$ cat config.mk
export PLATFORM = sky130hd
export DESIGN_NAME = controle_multiciclo
export DESIGN_NICKNAME = d
export VERILOG_FILES = /design/src/rtl/controle_multiciclo.sv
export SDC_FILE = /design/constraint.sdc
export NUM_CORES = 1
export LEC_CHECK = 0
export ABC_AREA = 1
export BUFFER_PORTS_ARGS = -buffer_cell sky130_fd_sc_hd__buf_4
export CORE_MARGIN = 5
export CORE_UTILIZATION = 57
export CTS_CLUSTER_SIZE = 8
export DETAILED_ROUTE_END_ITERATION = 8
export PLACE_DENSITY = 0.89
export SLEW_MARGIN = 20
export SYNTH_ARGS = -nofsm -noshare
export SYNTH_HDL_FRONTEND = slang
export SYNTH_SLANG_ARGS = --single-unit
$ cat constraint.sdc
create_clock -name clock -period 3.7 [get_ports clock]
set_clock_uncertainty 0.2 [all_clocks]
set_input_delay 0.37 -clock clock [delete_from_list [all_inputs] [get_ports clock]]
set_output_delay 0.37 -clock clock [all_outputs]
set_load 0.02 [all_outputs]
$ cat src/rtl/controle_multiciclo.sv
// controle_multiciclo: multicycle control FSM that sequences the processor datapath
//   clock, reset      : rising-edge clock, asynchronous active-high reset
//   opcode            : IR[31:26], sampled in DECOD and held for the rest of the instruction
//   zero, mem_pronto  : ULA zero flag, memory ready handshake
//   origALU, opALU    : ULA operand-B select and operation
//   regDst, memParaReg, escreveReg : register-file write path
//   leMem, escreveMem : memory read/write requests
//   escreveIR, escrevePC, origPC   : IR load, PC load and PC source
//   erro              : one-cycle pulse on memory timeout or illegal opcode
//   estado            : current state for debug
module controle_multiciclo #(
    parameter int TIMEOUT_MEM = 15,
    parameter int LARG_CONT   = 8
) (
    input  logic       clock,
    input  logic       reset,
    input  logic [5:0] opcode,
    input  logic       zero,
    input  logic       mem_pronto,
    output logic       origALU,
    output logic [1:0] opALU,
    output logic       regDst,
    output logic       memParaReg,
    output logic       escreveReg,
    output logic       leMem,
    output logic       escreveMem,
    output logic       escreveIR,
    output logic       escrevePC,
    output logic [1:0] origPC,
    output logic       erro,
    output logic [2:0] estado
);
    typedef enum logic [2:0] {OCIOSO, BUSCA, DECOD, EXEC, MEM, ESCRITA, PARADO, INVALIDO} estado_t;
    localparam logic [5:0] OP_R = 6'b000000, OP_LW = 6'b100011, OP_SW = 6'b101011;
    localparam logic [5:0] OP_BEQ = 6'b000100, OP_ADDI = 6'b001000, OP_J = 6'b000010, OP_HALT = 6'b111111;
    // the timeout fires on the wait cycle that would bring the count up to TIMEOUT_MEM
    localparam logic [LARG_CONT-1:0] LIMITE = LARG_CONT'(TIMEOUT_MEM - 1);
    estado_t st, st_next;
    logic [LARG_CONT-1:0] cont, cont_next;
    logic [5:0] op;
    logic esperando, expira;
    assign estado    = st;
    assign esperando = (st == BUSCA || st == MEM) && !mem_pronto;
    assign expira    = esperando && cont >= LIMITE;
    // counting only continues while waiting in the same memory state; any exit, ready or timeout clears it
    assign cont_next = (esperando && !expira && st_next == st) ? ((cont == '1) ? cont : cont + LARG_CONT'(1)) : '0;
    always_ff @(posedge clock or posedge reset) begin
        if (reset) begin
            st   <= OCIOSO;
            cont <= '0;
            op   <= '0;
        end else begin
            st   <= st_next;
            cont <= cont_next;
            if (st == DECOD) op <= opcode;
        end
    end
    always_comb begin
        st_next    = st;
        origALU    = 1'b0;
        opALU      = 2'b00;
        regDst     = 1'b0;
        memParaReg = 1'b0;
        escreveReg = 1'b0;
        leMem      = 1'b0;
        escreveMem = 1'b0;
        escreveIR  = 1'b0;
        escrevePC  = 1'b0;
        origPC     = 2'b00;
        erro       = 1'b0;
        case (st)
            OCIOSO: st_next = BUSCA;
            BUSCA: begin
                leMem     = 1'b1;
                escreveIR = mem_pronto;
                escrevePC = mem_pronto;
                erro      = expira;
                st_next   = mem_pronto ? DECOD : BUSCA;
            end
            DECOD: begin
                case (opcode)
                    OP_R, OP_LW, OP_SW, OP_BEQ, OP_ADDI, OP_J: st_next = EXEC;
                    OP_HALT: st_next = PARADO;
                    default: begin
                        erro    = 1'b1;
                        st_next = BUSCA;
                    end
                endcase
            end
            EXEC: begin
                case (op)
                    OP_R: begin
                        opALU   = 2'b10;
                        st_next = ESCRITA;
                    end
                    OP_ADDI: begin
                        origALU = 1'b1;
                        st_next = ESCRITA;
                    end
                    OP_LW, OP_SW: begin
                        origALU = 1'b1;
                        st_next = MEM;
                    end
                    OP_BEQ: begin
                        opALU     = 2'b01;
                        origPC    = 2'b01;
                        escrevePC = zero;
                        st_next   = BUSCA;
                    end
                    default: begin
                        origPC    = 2'b10;
                        escrevePC = 1'b1;
                        st_next   = BUSCA;
                    end
                endcase
            end
            MEM: begin
                origALU    = 1'b1;
                leMem      = op == OP_LW;
                escreveMem = op == OP_SW;
                erro       = expira;
                st_next    = mem_pronto ? ((op == OP_LW) ? ESCRITA : BUSCA) : (expira ? BUSCA : MEM);
            end
            ESCRITA: begin
                escreveReg = 1'b1;
                regDst     = op == OP_R;
                memParaReg = op == OP_LW;
                st_next    = BUSCA;
            end
            PARADO: st_next = PARADO;
            default: st_next = BUSCA;
        endcase
    end
endmodule

### Yosys cells after proc, flatten, opt, wreduce, memory -nomap -nowiden

Cells that the tools add are included.

* bits in registers: 17
* word-level logic and storage cells: 65

* $add $sub $neg: 1
* magnitude comparators: 1
* equality and inequality tests: 19
* muxes and demuxes: 25
* reductions and logical operators: 16

Operator list (count)
* 6-bit equality test, second input constant: 5
* 8-bit two-way mux: 2
* 3-bit one-hot mux with 5 select lines: 1
* 6-bit by 3-bit equality test with 1-bit output, second input constant: 2
* 6-bit by 4-bit equality test with 1-bit output, second input constant: 2
* 6-bit zero test: 2
* 3-bit one-hot mux with 2 select lines: 2
* 1-bit one-hot mux with 2 select lines: 5
* 3-bit equality test, second input constant: 3
* 3-bit two-way mux: 3
* 8-bit by 1-bit adder with 8-bit output, second input constant: 1
* 8-bit equality test, second input constant: 1
* 8-bit by 4-bit >= comparator with 1-bit output, second input constant: 1
* 2-bit one-hot mux with 2 select lines: 2
* 1-bit two-way mux: 7
* 7-bit OR reduction: 1
* 3-bit by 2-bit equality test with 1-bit output, second input constant: 2
* 6-bit by 2-bit equality test with 1-bit output, second input constant: 1
* 2-bit two-way mux: 3
* 2-bit OR reduction: 3
* 6-bit OR reduction: 1
* 1-bit logical AND: 4
* 4-bit OR reduction: 1
* 3-bit by 1-bit equality test with 1-bit output, second input constant: 1
* other kinds (5): 6

### Logic depth before layout (Yosys ltp)

Gate-level depths: netlist of run 1.

* depth after elaboration: 10
* gate-level depth with buffers: 9
* depth with buffers taken out: 9

### Least setup slack after synthesis of run 1

No wires, ideal clock.

* kind: flip-flop to output port
* start: register st[2] (netlist: estado[2])
* end: output origPC[0]
* arrival time: 1.651 ns
* required time: 3.130 ns
* path slack: 1.479 ns
* stages on the path, launching flop included: 7
* path buffers: 1
* cell sequence: dfrtp_1 > inv_2 > nand2_1 > nor2_4 > inv_2 > nor3_1 > buf_4

* word-level cells in the longest chain between the ends: 2

RTL lines
* from (decl): line 38 `estado_t st, st_next;`
* from (signal assigned): line 53 `st <= st_next;`
* 3-bit by 2-bit equality test with 1-bit output: line 71 `case (st)`
* 2-bit two-way mux: line 71
* to (decl): line 29 `output logic [1:0] origPC,`

No other way between the ends.

### Worst setup path in the final report of run 1

* start: register st[0] (netlist: estado[0])
* end: output erro

* word-level cells in the longest chain between the ends: 5
* elaborated cells between the ends (all ways): 8

RTL lines
* 3-bit by 1-bit equality test with 1-bit output / 3-bit equality test (equally long branches): line 43, 71
* 1-bit logical OR: line 43 `assign esperando = (st == BUSCA || st == MEM) && !mem_pronto;`
* 1-bit logical AND: line 43
* 1-bit logical AND: line 44 `assign expira = esperando && cont >= LIMITE;`
* 1-bit one-hot mux with 2 select lines (*): line 71
* to (decl): line 30 `output logic erro,`

Mark *: on every way between the ends. The rest lies on a longest branch, timed or not.

==> results of run 1 <==
==> Yosys cell counts <==
master    count
nand2_1      54
inv_1        31
dfrtp_1      17
nor2_1       16
nand3_1      15
nor2_2        9
inv_2         6
a21oi_1       4
o21ai_1       4
o21ai_0       3
ha_1          2
nand2_2       2
nor3_1        2
a21oi_2       1
buf_2         1
buf_4         1
conb_1        1
nand2_4       1
nand3_2       1
nand4_1       1
nor2_4        1
nor3_2        1
o21bai_1      1
or2_2         1
xor2_1        1
==> cells in the final DEF, fill, tap and decap left out, drive strengths merged <==
master / instances
nand2: 57
inv: 37
nor2: 26
buf: 25
dfrtp: 17
nand3: 16
o21ai: 7
a21oi: 5
clkbuf: 3
conb: 3
nor3: 3
ha: 2
xor2: 1
or2: 1
nand4: 1
o21bai: 1
clkinvlp: 1
dlygate4sd3: 1
==> cell families (layout without fill, tap and decap cells) <==
logic type / after synthesis / count (layout) / share of synthesized area (%)
AND/OR/NAND/NOR: 104 / 104 / 40.8
buffers and inverters: 39 / 67 / 13.1
flip-flops: 17 / 17 / 36.8
AO/OA/AOI/OAI: 13 / 13 / 6.16
adder cells (fa/ha/maj): 2 / 2 / 2.16
other: 1 / 3 / 0.324
XOR/XNOR: 1 / 1 / 0.757
==> through the flow <==
stage | instance area, sq um | hold slack [ns] | power (mW) | setup WS, ns
final | 1410 | 0.140 | 0.760 | 1.32
after global routing | 1410 | 0.148 | 0.823 | 1.15
after CTS | 1410 | 0.137 | 0.761 | 1.33
after detailed placement | 1370 | 0.302 | 0.652 | 1.70
after global placement | 1370 | 0.293 | 0.639 | 1.78
after floorplan | 1160 | 0.0961 | 0.532 | 1.48
==> flip-flops by register name, summed over array words and instances, names as in the netlist <==
register  cells
cont          8
op            6
estado        3
==> tightest hold or removal path, cell delays in order <==
cell and delay, ns:
buf_4 0.12, inv_1 0.06, o21ai_1 0.06
==> routing by layer <==
layer  share of wire, %  vias to the layer above  wire length (microns)
li1                   -                      588                      -
met1                 40                      523                   1070
met2                 52                       35                   1380
met3                5.4                        9                    143
met4                2.0                        0                     54
met5                  0                        -                      0
==> power groups by stage <==
stage	logic (mW)	registers (mW)	clock network, mW
2_1_floorplan	0.253	0.279	0
3_3_place_gp	0.369	0.270	0
3_5_place_dp	0.380	0.272	0
4_1_cts	0.383	0.268	0.110
5_1_grt	0.434	0.276	0.114
6_report	0.383	0.268	0.109
==> worst paths after layout <==
kind / end / slack (ns) / cells past startpoint
hold / removal: op[5]$_DFFE_PP0P_ / 0.14 / 3
setup reg to reg: estado[0]$_DFF_PP0_ / 2.09 / 7
setup / recovery: erro / 1.32 / 8
hold reg to reg: op[5]$_DFFE_PP0P_ / 0.34 / 2
min in group asynchronous: estado[0]$_DFF_PP0_ / 0.51 / 3
max in group asynchronous: op[0]$_DFFE_PP0P_ / 2.37 / 3
==> area by class of cell <==
class                   instances  area (sq um)
repair buffers                 26           198
clock inverters                 1          7.51
multi-input cells             123           588
inverters                      37           139
well taps                      27          33.8
flip-flops and latches         17           425
fillers                       160           528
clock buffers                   3          22.5
==> qor.yml, run 1 <==
internal-power_mw: 0.408
final_nets: 220
post-route-util_pct: 72.8
tritoncts: "done"
grt-busiest-layer: "met2"
endpoint_kind: "primary output"
crit_start: "estado[0]$_DFF_PP0_"
syn2layout_area_growth_pct: 22.2
n_antenna_cell: 0
die_w_microns: 55.1
seq_area_frac_synth_pct: 36.8
htree_num_levels: 1
finalCritPeriodShare_pct: 64.4
grt_max_degree: 18
p_sw_mw: 0.352
vias: 1155
use_met2_pct: 39.0
cp.required_ns: 3.13
hp-class: "in -> reg"
synth.area.top_cells: "dfrtp_1 37%, nand2_1 18%, inv_1 10%"
path_clk_slew_ns: 0.11
chipHeight_microns: 55.1
timing.critical_path.mode_cell: "nand2_1"
finalCriticalPeriod_ns: 2.38
crit_buf_inv: 3
grt_pass1_wl_mm: 4.53
grt_use_met1_pct: 23.5
drv_slew: 0
avgSynthCellArea_sq_um: 6.54
power.leakage_nw: 0.805
max_freq_ghz: 0.420
seqPwrFrac_pct: 35.3
finalNonFillerCells: 234
initial_utilization_pct: 59.6
worstMarginPinSlew_ns: 0.656
clock_power_share_pct: 14.3
drive_gt1_share_pct: 25.1
port-buffer-count: 25
yosysWarnings: 0
yosysTopAreaCellShare_pct: 36.8
drc: 0
cts-root-buf: "clkbuf_4"
cts_hold_buf: 1
via_per_inst: 4.94
numCtsBuffers: 3
critPathMaxStageDelay_ns: 0.42
synth.largest_area_cell: "dfrtp_1"
ys_types: 25
slowest_stage: "dfrtp_1"
grt_usage_pct: 20.8
num_rows: 16
rsz0062_at_grt: "no"
pwr-share-comb_pct: 50.4
antenna_found_initial: 0
place_inst: 229
place_hpwl_mm: 2.14
crit_arrival_ns: 1.81
crit_path_start_kind: "register"
clk-insertion-delay-late_ns: 0.30
finalSetupViolCount: 0
cts_max_path_buffers: 2
drt_iter0_drc: 27
wl_mm: 2.65
grt.overflow.total: 0
ant_nets: 0
routedWlPerCell_microns: 11.3
syn_inst: 177
min_from: "opcode[5]"
drv_cap: 0
finalHoldViolations: 0
cp_max_fo: 13
setup_tns_ns: 0
peakVddDrop_v: 0.000329
gp_congestion: 0.875
worst-setup-path-type: "reg -> out"
path_cells: "inv_2, nand2_1, inv_2, nand2_1, a21oi_1, nand2_1, nand2_1, buf_4"
p_per_area_nw_per_um2: 537
core_sq_um: 1940
post_cts_buffers: 0
die-area_sq_um: 3030
drt_pass1_iterations: 4
crit_family: "simple AND/OR/NAND/NOR gates"
swShare_pct: 46.3
io_pins: 26
grt_util_met3_pct: 2.68
r2r-start: "estado[0]$_DFF_PP0_"
syn_area_sq_um: 1160
grt_pass1_vias: 1138
slew_headroom_pct: 56.2
status: "complete, no violations"
cts.sinks: 17
ys_seq_elements: 17
cts_resized: 0
(Power assumes the default switching activity.)
==> inputs of run 2 (changes only) <==
CORE_ASPECT_RATIO = 1.75   (was unset)
CORE_UTILIZATION = 48   (was 57)
PLACE_DENSITY = 0.81   (was 0.89)
clock period = 2.1 ns   (was 3.7 ns; I/O delays follow)
==> qor.yml, run 2 (synthesis gave the netlist of run 1 again) <==
status: "complete, no violations"
routedWlPerCell_microns: 11.8
hp-class: "in -> reg"
setup_tns_ns: 0
clk-insertion-delay-late_ns: 0.25
max_freq_ghz: 0.517
crit_arrival_ns: 1.53
via_per_inst: 4.97
worstMarginPinSlew_ns: 0.635
p_per_area_nw_per_um2: 982
power.leakage_nw: 0.817
port-buffer-count: 25
final_nets: 221
slew_headroom_pct: 57.6
placed_cell_area_sq_um: 1380
worst-setup-path-type: "reg -> out"
tritoncts: "done"
finalCriticalPeriod_ns: 1.94
internal-power_mw: 0.787
crit_path_start_kind: "register"
drt_iter0_drc: 37
grt.overflow.total: 0
cts-root-buf: "clkbuf_8"
drc: 0
post-route-util_pct: 62.4
fin_area_sq_um: 1440
clock_power_share_pct: 17.7
p_sw_mw: 0.626
die-area_sq_um: 3530
slowest_stage: "dfrtp_1"
cp.required_ns: 1.69
layout_commonest_cell: "nand2_1"
grt_pass1_wl_mm: 4.61
finalSetupViolCount: 0
layout_common_cells: "54 x nand2_1, 31 x inv_1, 26 x buf_4"
post_cts_buffers: 0
die_w_microns: 47.1
endpoint_kind: "primary output"
place_hpwl_mm: 2.25
finalCritPeriodShare_pct: 92.1
vias: 1158
largest_register_ffs: 8
cts_hold_buf: 1
initial_utilization_pct: 50.3
grt_max_degree: 18
chipHeight_microns: 75.0
seqPwrFrac_pct: 34.2
peakVddDrop_v: 0.000607
path_clk_slew_ns: 0.07
grt_pass1_vias: 1152
critPathMaxStageDelay_ns: 0.44
cts_resized: 0
drive_gt1_share_pct: 25.5
path_cells: "inv_2, nand2_1, nor2_4, inv_2, nor2_1, nand2_1, nand3_1, buf_4"
core_sq_um: 2300
ant_nets: 0
n_antenna_cell: 0
htree_num_levels: 1
pwr-share-comb_pct: 48.1
gp_congestion: 0.816
rsz0062_at_grt: "no"
cp_max_fo: 5
swShare_pct: 44.3
syn2layout_area_growth_pct: 24.2
wl_mm: 2.74
drv_slew: 0
top_register: "cont"
cts.sinks: 17
finalHoldViolations: 0
num_rows: 23
io_pins: 26
drv_cap: 0
grt_usage_pct: 18.0
antenna_found_initial: 0
numCtsBuffers: 3
cts_max_path_buffers: 2
drt_pass1_iterations: 4
-- run 2: cell types whose count changed in the layout (fill, tap and decap cells not counted) --
cell	change
clkbuf_4	-3
clkbuf_8	+3
buf_4	+1
-- run 2: worst paths after layout --
check	start	end	slack, ns	cells after the start
max	estado[2]$_DFF_PP0_	escrevePC	0.16	8
min	opcode[4]	op[4]$_DFFE_PP0P_	0.04	3
max reg2reg	cont[0]$_DFFE_PP0P_	cont[3]$_DFFE_PP0P_	0.59	9
min reg2reg	op[0]$_DFFE_PP0P_	op[0]$_DFFE_PP0P_	0.35	2
max in group asynchronous	reset	op[2]$_DFFE_PP0P_	0.89	3
min in group asynchronous	reset	cont[5]$_DFFE_PP0P_	0.40	3
-- run 2: final cells by class --
cell class / instances / area, sq um
clock inverter: 1 / 7.51
fill: 217 / 865
inverter: 37 / 139
clock buffer: 3 / 41.3
tap: 25 / 31.3
timing repair buffer: 27 / 205
sequential: 17 / 425
multi-input combinational: 123 / 588
-- run 2: per-layer routing --
metal	wire [microns]	up-vias	share of wire, %	GRT usage [%]
met5	0	-	0	0
met4	47	0	1.7	7.69
met3	129	4	4.7	1.67
met2	1480	38	54	34.0
met1	1080	527	39	19.0
li1	-	589	-	-
-- run 2: power by group through the flow --
stage               registers, mW  clock network (mW)  logic [mW]
floorplan                   0.491                   0       0.446
global placement            0.481                   0       0.666
detailed placement          0.485                   0       0.679
CTS                         0.481               0.255       0.685
global route                0.490               0.265       0.768
finish                      0.483               0.250       0.680
-- run 2: worst max-delay path, delay by kind of cell (launching register included) --
family	cells	cell delay, ns
buffers and inverters	3	0.32
DFF	1	0.44
and+or+nand+nor	5	0.50
-- run 2: metrics by stage --
step	setup slack [ns]	std cells	hold slack [ns]	power, mW
floorplan	0.0385	179	-0.0639	0.938
detailed placement	0.431	228	0.141	1.16
CTS	0.152	233	0.0345	1.42
global route	0.0120	233	0.0428	1.52
finish	0.165	233	0.0351	1.41
global placement	0.475	228	0.123	1.15
